--- src/rtl/risc_prog_loader.sv ---
// Byte-stream program loader for the 8-bit RISC core: parses SYNC/ADDR/LEN/data/CSUM
// frames, writes the payload into core memory and releases the core on a good checksum.
module risc_prog_loader #(
  parameter logic [7:0]  SYNC_BYTE = 8'hA5,
  parameter int unsigned TIMEOUT   = 255
) (
  input  logic       clk,
  input  logic       rst,
  input  logic       in_valid,
  input  logic [7:0] in_data,
  output logic       in_ready,
  output logic       mem_we,
  output logic [7:0] mem_addr,
  output logic [7:0] mem_wdata,
  output logic       core_run,
  output logic       done,
  output logic       err
);

  typedef enum logic [2:0] {
    S_SYNC = 3'd0,
    S_ADDR = 3'd1,
    S_LEN  = 3'd2,
    S_DATA = 3'd3,
    S_CSUM = 3'd4,
    S_RUN  = 3'd5
  } state_t;

  state_t      state_q, state_d;
  logic [7:0]  ptr_q, ptr_d;
  logic [7:0]  sum_q, sum_d;
  logic [8:0]  cnt_q, cnt_d;
  logic [15:0] tmo_q, tmo_d;
  logic        we_q, we_d;
  logic [7:0]  addr_q, addr_d;
  logic [7:0]  wdata_q, wdata_d;
  logic        done_q, done_d;
  logic        err_q, err_d;
  logic        run_q, run_d;
  logic        hs;
  logic        tmo_active;
  logic [7:0]  sum_next;

  assign in_ready   = (state_q != S_RUN);
  assign hs         = in_valid & in_ready;
  assign sum_next   = sum_q + in_data;
  assign tmo_active = (TIMEOUT != 0) &&
                      (state_q == S_ADDR || state_q == S_LEN ||
                       state_q == S_DATA || state_q == S_CSUM);

  always_comb begin
    state_d = state_q;
    ptr_d   = ptr_q;
    sum_d   = sum_q;
    cnt_d   = cnt_q;
    tmo_d   = tmo_q;
    we_d    = 1'b0;
    addr_d  = addr_q;
    wdata_d = wdata_q;
    done_d  = 1'b0;
    err_d   = 1'b0;
    run_d   = run_q;
    if (hs) begin
      tmo_d = 16'd0;
      case (state_q)
        S_SYNC: if (in_data == SYNC_BYTE) state_d = S_ADDR;
        S_ADDR: begin
          ptr_d   = in_data;
          sum_d   = in_data;
          state_d = S_LEN;
        end
        S_LEN: begin
          cnt_d   = (in_data == 8'd0) ? 9'd256 : {1'b0, in_data};
          sum_d   = sum_next;
          state_d = S_DATA;
        end
        S_DATA: begin
          we_d    = 1'b1;
          addr_d  = ptr_q;
          wdata_d = in_data;
          ptr_d   = ptr_q + 8'd1;
          sum_d   = sum_next;
          cnt_d   = cnt_q - 9'd1;
          if (cnt_q == 9'd1) state_d = S_CSUM;
        end
        S_CSUM: begin
          sum_d = sum_next;
          if (sum_next == 8'd0) begin
            done_d  = 1'b1;
            run_d   = 1'b1;
            state_d = S_RUN;
          end else begin
            err_d   = 1'b1;
            state_d = S_SYNC;
          end
        end
        default: state_d = state_q;
      endcase
    end else if (tmo_active) begin
      // Terminal count reached after TIMEOUT consecutive idle cycles.
      if (tmo_q == 16'(TIMEOUT - 1)) begin
        err_d   = 1'b1;
        tmo_d   = 16'd0;
        state_d = S_SYNC;
      end else begin
        tmo_d = tmo_q + 16'd1;
      end
    end else begin
      tmo_d = 16'd0;
    end
  end

  always_ff @(posedge clk or posedge rst) begin
    if (rst) begin
      state_q <= S_SYNC;
      ptr_q   <= 8'd0;
      sum_q   <= 8'd0;
      cnt_q   <= 9'd0;
      tmo_q   <= 16'd0;
      we_q    <= 1'b0;
      addr_q  <= 8'd0;
      wdata_q <= 8'd0;
      done_q  <= 1'b0;
      err_q   <= 1'b0;
      run_q   <= 1'b0;
    end else begin
      state_q <= state_d;
      ptr_q   <= ptr_d;
      sum_q   <= sum_d;
      cnt_q   <= cnt_d;
      tmo_q   <= tmo_d;
      we_q    <= we_d;
      addr_q  <= addr_d;
      wdata_q <= wdata_d;
      done_q  <= done_d;
      err_q   <= err_d;
      run_q   <= run_d;
    end
  end

  assign mem_we    = we_q;
  assign mem_addr  = addr_q;
  assign mem_wdata = wdata_q;
  assign done      = done_q;
  assign err       = err_q;
  assign core_run  = run_q;

endmodule

--- config.mk ---
export PLATFORM = sky130hd
export DESIGN_NAME = risc_prog_loader
export DESIGN_NICKNAME = d
export VERILOG_FILES = /design/src/rtl/risc_prog_loader.sv
export SDC_FILE = /design/constraint.sdc
export NUM_CORES = 1
export LEC_CHECK = 0
export ABC_AREA = 0
export CAP_MARGIN = 20
export CORE_ASPECT_RATIO = 1.25
export CORE_UTILIZATION = 54
export DETAILED_ROUTE_END_ITERATION = 6
export PLACE_DENSITY = 0.86
export SLEW_MARGIN = 10
export SYNTH_ARGS = -nofsm -noshare
export SYNTH_HDL_FRONTEND = slang
export SYNTH_SLANG_ARGS = --single-unit
--- constraint.sdc ---
create_clock -name clk -period 2.86 [get_ports clk]
set_input_delay 0.429 -clock clk [delete_from_list [all_inputs] [get_ports clk]]
set_output_delay 0.429 -clock clk [all_outputs]
set_load 0.02 [all_outputs]
### Word level (Yosys, flattened, before mapping)

Cells that the tools add are included.

* register bits after elaboration: 64
* bits of input ports: 11
* output and inout port bits: 21
* logic and storage cells: 69

* add/sub/neg operators: 4
* eq/ne operators: 11
* muxes and demuxes: 24
* bitwise operators: 1
* reduce and logical (&&, ||, !) cells: 18

Operators by type and width (number)
* 16-bit two-way mux: 3
* 8-bit case mux with 2 select lines: 2
* 3-bit two-way mux: 6
* 9-bit case mux with 2 select lines: 1
* 16-bit by 1-bit adder with 16-bit output, second input constant: 1
* 16-bit by 8-bit == test with 1-bit output, second input constant: 1
* 8-bit zero test: 2
* 3-bit case mux with 5 select lines: 1
* 1-bit two-way mux: 10
* 2-bit nonzero test: 5
* 9-bit by 1-bit == test with 1-bit output, second input constant: 1
* 9-bit two-way mux: 1
* 9-bit by 1-bit subtractor with 9-bit output, second input constant: 1
* 8-bit by 1-bit adder with 8-bit output, second input constant: 1
* 8-bit adder: 1
* 8-bit == test, second input constant: 1
* 2-bit AND reduction: 4
* 3-bit by 2-bit == test with 1-bit output, second input constant: 2
* 3-bit != test, second input constant: 2
* 6-bit by 1-bit != test with 1-bit output, second input constant: 1
* 5-bit AND reduction: 1
* 3-bit by 1-bit == test with 1-bit output, second input constant: 1
* 3-bit == test, second input constant: 1
* 3-bit zero test: 1
* other kinds (5): 7

### Logic depth before layout (Yosys ltp)

* word-level depth: 6
* mapped depth: 9
* depth with buffers taken out: 9

### Least setup slack after synthesis

OpenSTA, ideal clock, no wires.

* kind: input-to-reg
* start: input port in_data[0]
* end: register err_q, in the netlist err
* setup time: 0.119 ns
* arrival time: 2.196 ns
* required time: 2.741 ns
* setup slack: 0.545 ns
* cell stages on the path: 9
* cells stage by stage: ha_1 inv_1 fa_1 and2b_1 o21ai_0 a311o_1 nor4_2 nand2_1 a21bo_1

* cells in the longest elaborated chain, start to end: 5

Ends and longest elaborated chain
* start, declared: line 10 `input logic [7:0] in_data,`
* 8-bit adder: line 46 `assign sum_next = sum_q + in_data;`
* 8-bit zero test: line 88 `if (sum_next == 8'd0) begin`
* 1-bit two-way mux: line 88
* 1-bit two-way mux: line 65 `case (state_q)`
* 1-bit two-way mux: line 63 `if (hs) begin`
* named net err_d: line 38 `logic err_q, err_d;`
* end signal, assigned: line 136 `err_q <= err_d;`
* end, declared: line 38

The timed path passes the listed nets, and every way through them passes these cells.
A chain may end at the register's enable or synchronous reset.

### Final worst setup path

Ends and elaborated chain as after synthesis.

==> metrics.txt <==
RSZ-0062 raised after global routing=false; Hold Slack=between 0.4 and 0.5 ns; first-pass GRT wire length=around 13 mm; first drt pass iteration count=5; Clock Latency Late Sink=0.35 ns; First DRT Iteration DRCs=~210; top post-synthesis cells by area=dfrtp_1 (46%), nor2_1 (5.1%), o21ai_0 (4.7%), mux2_2 (4.5%), ha_1 (4.3%); met3 Resource Use GR=0.0593; final WL=between 7 and 8 mm; Synth async-reset ratio=1.00; syn avg cell area=about 9.4 sq um; die width=between 70 and 80 um; n_diodes=0; EDFF count, synth=0; top-count cell post-synth=dfrtp_1; via count=3,005; CTS buffer count=9; crit path DAT=2.86 ns; Resized Gates After CTS=0; layout cells sized above 1=0.120; Fin. Hold Viols=0; met2 GRT Util=0.433; FF-to-FF End=err$_DFF_PP0_; Worst setup EP type=register; antenna-violating nets left=0; Slew HR=0.579; Post-CTS Repair Setup Buffers=0; vias per cell=~6.0; Hold Buf Count CTS=0; Worst-path clk slew=approximately 0.080 ns; final period utilization=0.915; Die Y=slightly above 90 um; Sink Count=between 60 and 70; cell area power density=between 1000 and 1500 nW/um^2; drt drc=0; antenna violations before repair=0; top cells by instance count after synthesis=dfrtp_1 (64), nor2_1 (48), nand2_1 (34), o21ai_0 (33), a21oi_1 (22); crit path time final=2.62 ns; required time worst endpoint=approximately 3.1 ns; Leak=between 0.0015 and 0.002 uW; Initial Util=0.565; Layout area overhead=19.9%; vias in the first global route=between 2,000 and 3,000; met1 Use GR=0.297; worst-path maximum fanout=3; Worst-Margin Slew=0.632 ns; FP Rows=32; setup violators final=0; CP bufs+invs=2; Max Fclk=0.382 GHz; max-slew violations=0; cell taking the most area after synthesis=dfrtp_1; Worst Reg-to-Reg Cells=9; CTS Root Buffer Type=clkbuf_8; setup slack, reg-to-reg=between 0.4 and 0.5 ns; Crit Path Class=input port to register; Max IR drop VDD=508 uV; syn_nets=between 300 and 400; Worst Setup Start Kind=input port; GR Overflow Total=0; sequential area share after synthesis=0.457; nets@finish=between 400 and 500; top_reg_cell synth=dfrtp_1; HPWL Detailed=5.52 mm; largest net degree at the start of global routing=between 60 and 70; io pins=32; HP Class=input port to async pin; Synth Register Bits=64; grt peak-use layer=met2; port bufs=31; Yosys Warn Count=0; top cell type's share of synthesized area=0.457; Max Clock Skew=0.00769 ns; Max Cap Viol=0; CTS tree=done; status=finished clean; htree depth=3; WL/cell=~16 um; Synth Cell Area=about 3500 sq um; worst-path cell chain=clkdlybuf4s50_1 > ha_1 > inv_1 > fa_1 > and2b_1 > o21ai_0 > a311o_1 > nor4_2 > nand2_1 > a21bo_1; GRT Total Usage=0.257; Setup TNS Final=0 ns; reg2reg start=sum_q[0]$_DFFE_PP0P_; maximum clock insertion buffer count=2; delay-heaviest family, CP=simple AND/OR/NAND/NOR gates; Netlist cell types=52; Core Area=just over 6000 sq um; Die Footprint=~6800 sq um; Slowest-stage cell, CP=clkdlybuf4s50_1; cells after synthesis=approximately 370; RD Place Congestion=roughly 0.9; CP peak stage delay=approximately 0.49 ns
## worst min-delay path, delay by kind of cell
family,cells,cell delay (ns)
buffers and inverters,3,0.78
## stage by stage
step	instances	utilization	cell area [sq um]	setup slack, ns	power (uW)
6_report	501	0.677	4200	0.243	4510
5_1_grt	501	0.677	4200	0.118	4790
4_1_cts	501	0.677	4200	0.249	4500
3_5_place_dp	485	0.636	3950	-0.126	3500
3_3_place_gp	485	0.636	3950	-0.0554	3400
2_1_floorplan	374	-	3500	0.545	2890
## worst max-delay path by stage
stage | start | end | slack [ns] | cells after the start
final | in_data[0] | err$_DFF_PP0_ | 0.24 | 10
after global placement | in_data[0] | err$_DFF_PP0_ | -0.06 | 10
after floorplan | in_data[0] | err$_DFF_PP0_ | 0.55 | 9
after detailed placement | in_data[0] | err$_DFF_PP0_ | -0.13 | 10
after CTS | in_data[0] | err$_DFF_PP0_ | 0.25 | 10
after global routing | in_data[0] | state_q[0]$_DFFE_PP0P_ | 0.12 | 10
## routing by layer
metal,vias up,routed length (um)
met3,26,393
met1,1464,3210
met2,112,4090
li1,1403,-
met5,-,0
met4,0,275
## final cells by class
class                      instances  area (sq um)
clock buffer                      10           138
clock inverter                     6           115
fill                             470          2010
inverter                          12          45.0
multi-input combinational        281          1780
sequential                        64          1600
tap                               85           106
timing repair buffer              43           413
## state kept, by name, summed over array words and instances (netlist names)
| register | flops |
|---|---|
| mem_we | 1 |
| core_run | 1 |
| sum_q | 8 |
| ptr_q | 8 |
| err | 1 |
| done | 1 |
| state_q | 3 |
| mem_wdata | 8 |
| tmo_q | 16 |
| cnt_q | 9 |
| mem_addr | 8 |
## placed cells by master, fill, tap and decap left out, types with 2 or more instances in the layout
| master | n |
|---|---|
| a211oi_1 | 2 |
| a21oi_1 | 22 |
| a22oi_1 | 4 |
| a31oi_1 | 5 |
| and2_1 | 2 |
| and3_1 | 6 |
| and3b_1 | 2 |
| and4_1 | 4 |
| buf_4 | 11 |
| bufinv_16 | 3 |
| clkbuf_8 | 10 |
| clkdlybuf4s50_1 | 31 |
| dfrtp_1 | 64 |
| ha_1 | 12 |
| inv_1 | 11 |
| mux2_2 | 14 |
| mux2i_1 | 6 |
| nand2_1 | 34 |
| nand2b_1 | 2 |
| nand3_1 | 12 |
| nand4_1 | 3 |
| nor2_1 | 48 |
| nor2b_1 | 6 |
| nor3_1 | 8 |
| nor4_1 | 3 |
| nor4_2 | 2 |
| o211ai_1 | 2 |
| o21a_1 | 2 |
| o21ai_0 | 33 |
| o22ai_1 | 3 |
| o31ai_1 | 3 |
| or3_1 | 4 |
| xnor2_1 | 7 |
| xor2_1 | 11 |
## cell families (layout without fill, tap and decap cells)
logic type      count (synthesis)  in the layout  synth area share
buf+inv                        29             71            0.0343
xor+xnor                       18             18            0.0450
mux                            20             20            0.0621
flops                          64             64             0.457
fa+ha+maj                      13             13            0.0486
compound gates                 86             86             0.148
simple gates                  144            144             0.205
## report_power, final
part	switching (uW)	internal, uW	leakage, uW
Combinational	1140	869	0.000937
Clock	380	607	0.000123
Sequential	285	1230	0.000806
Power figures use the tool's default switching activity.
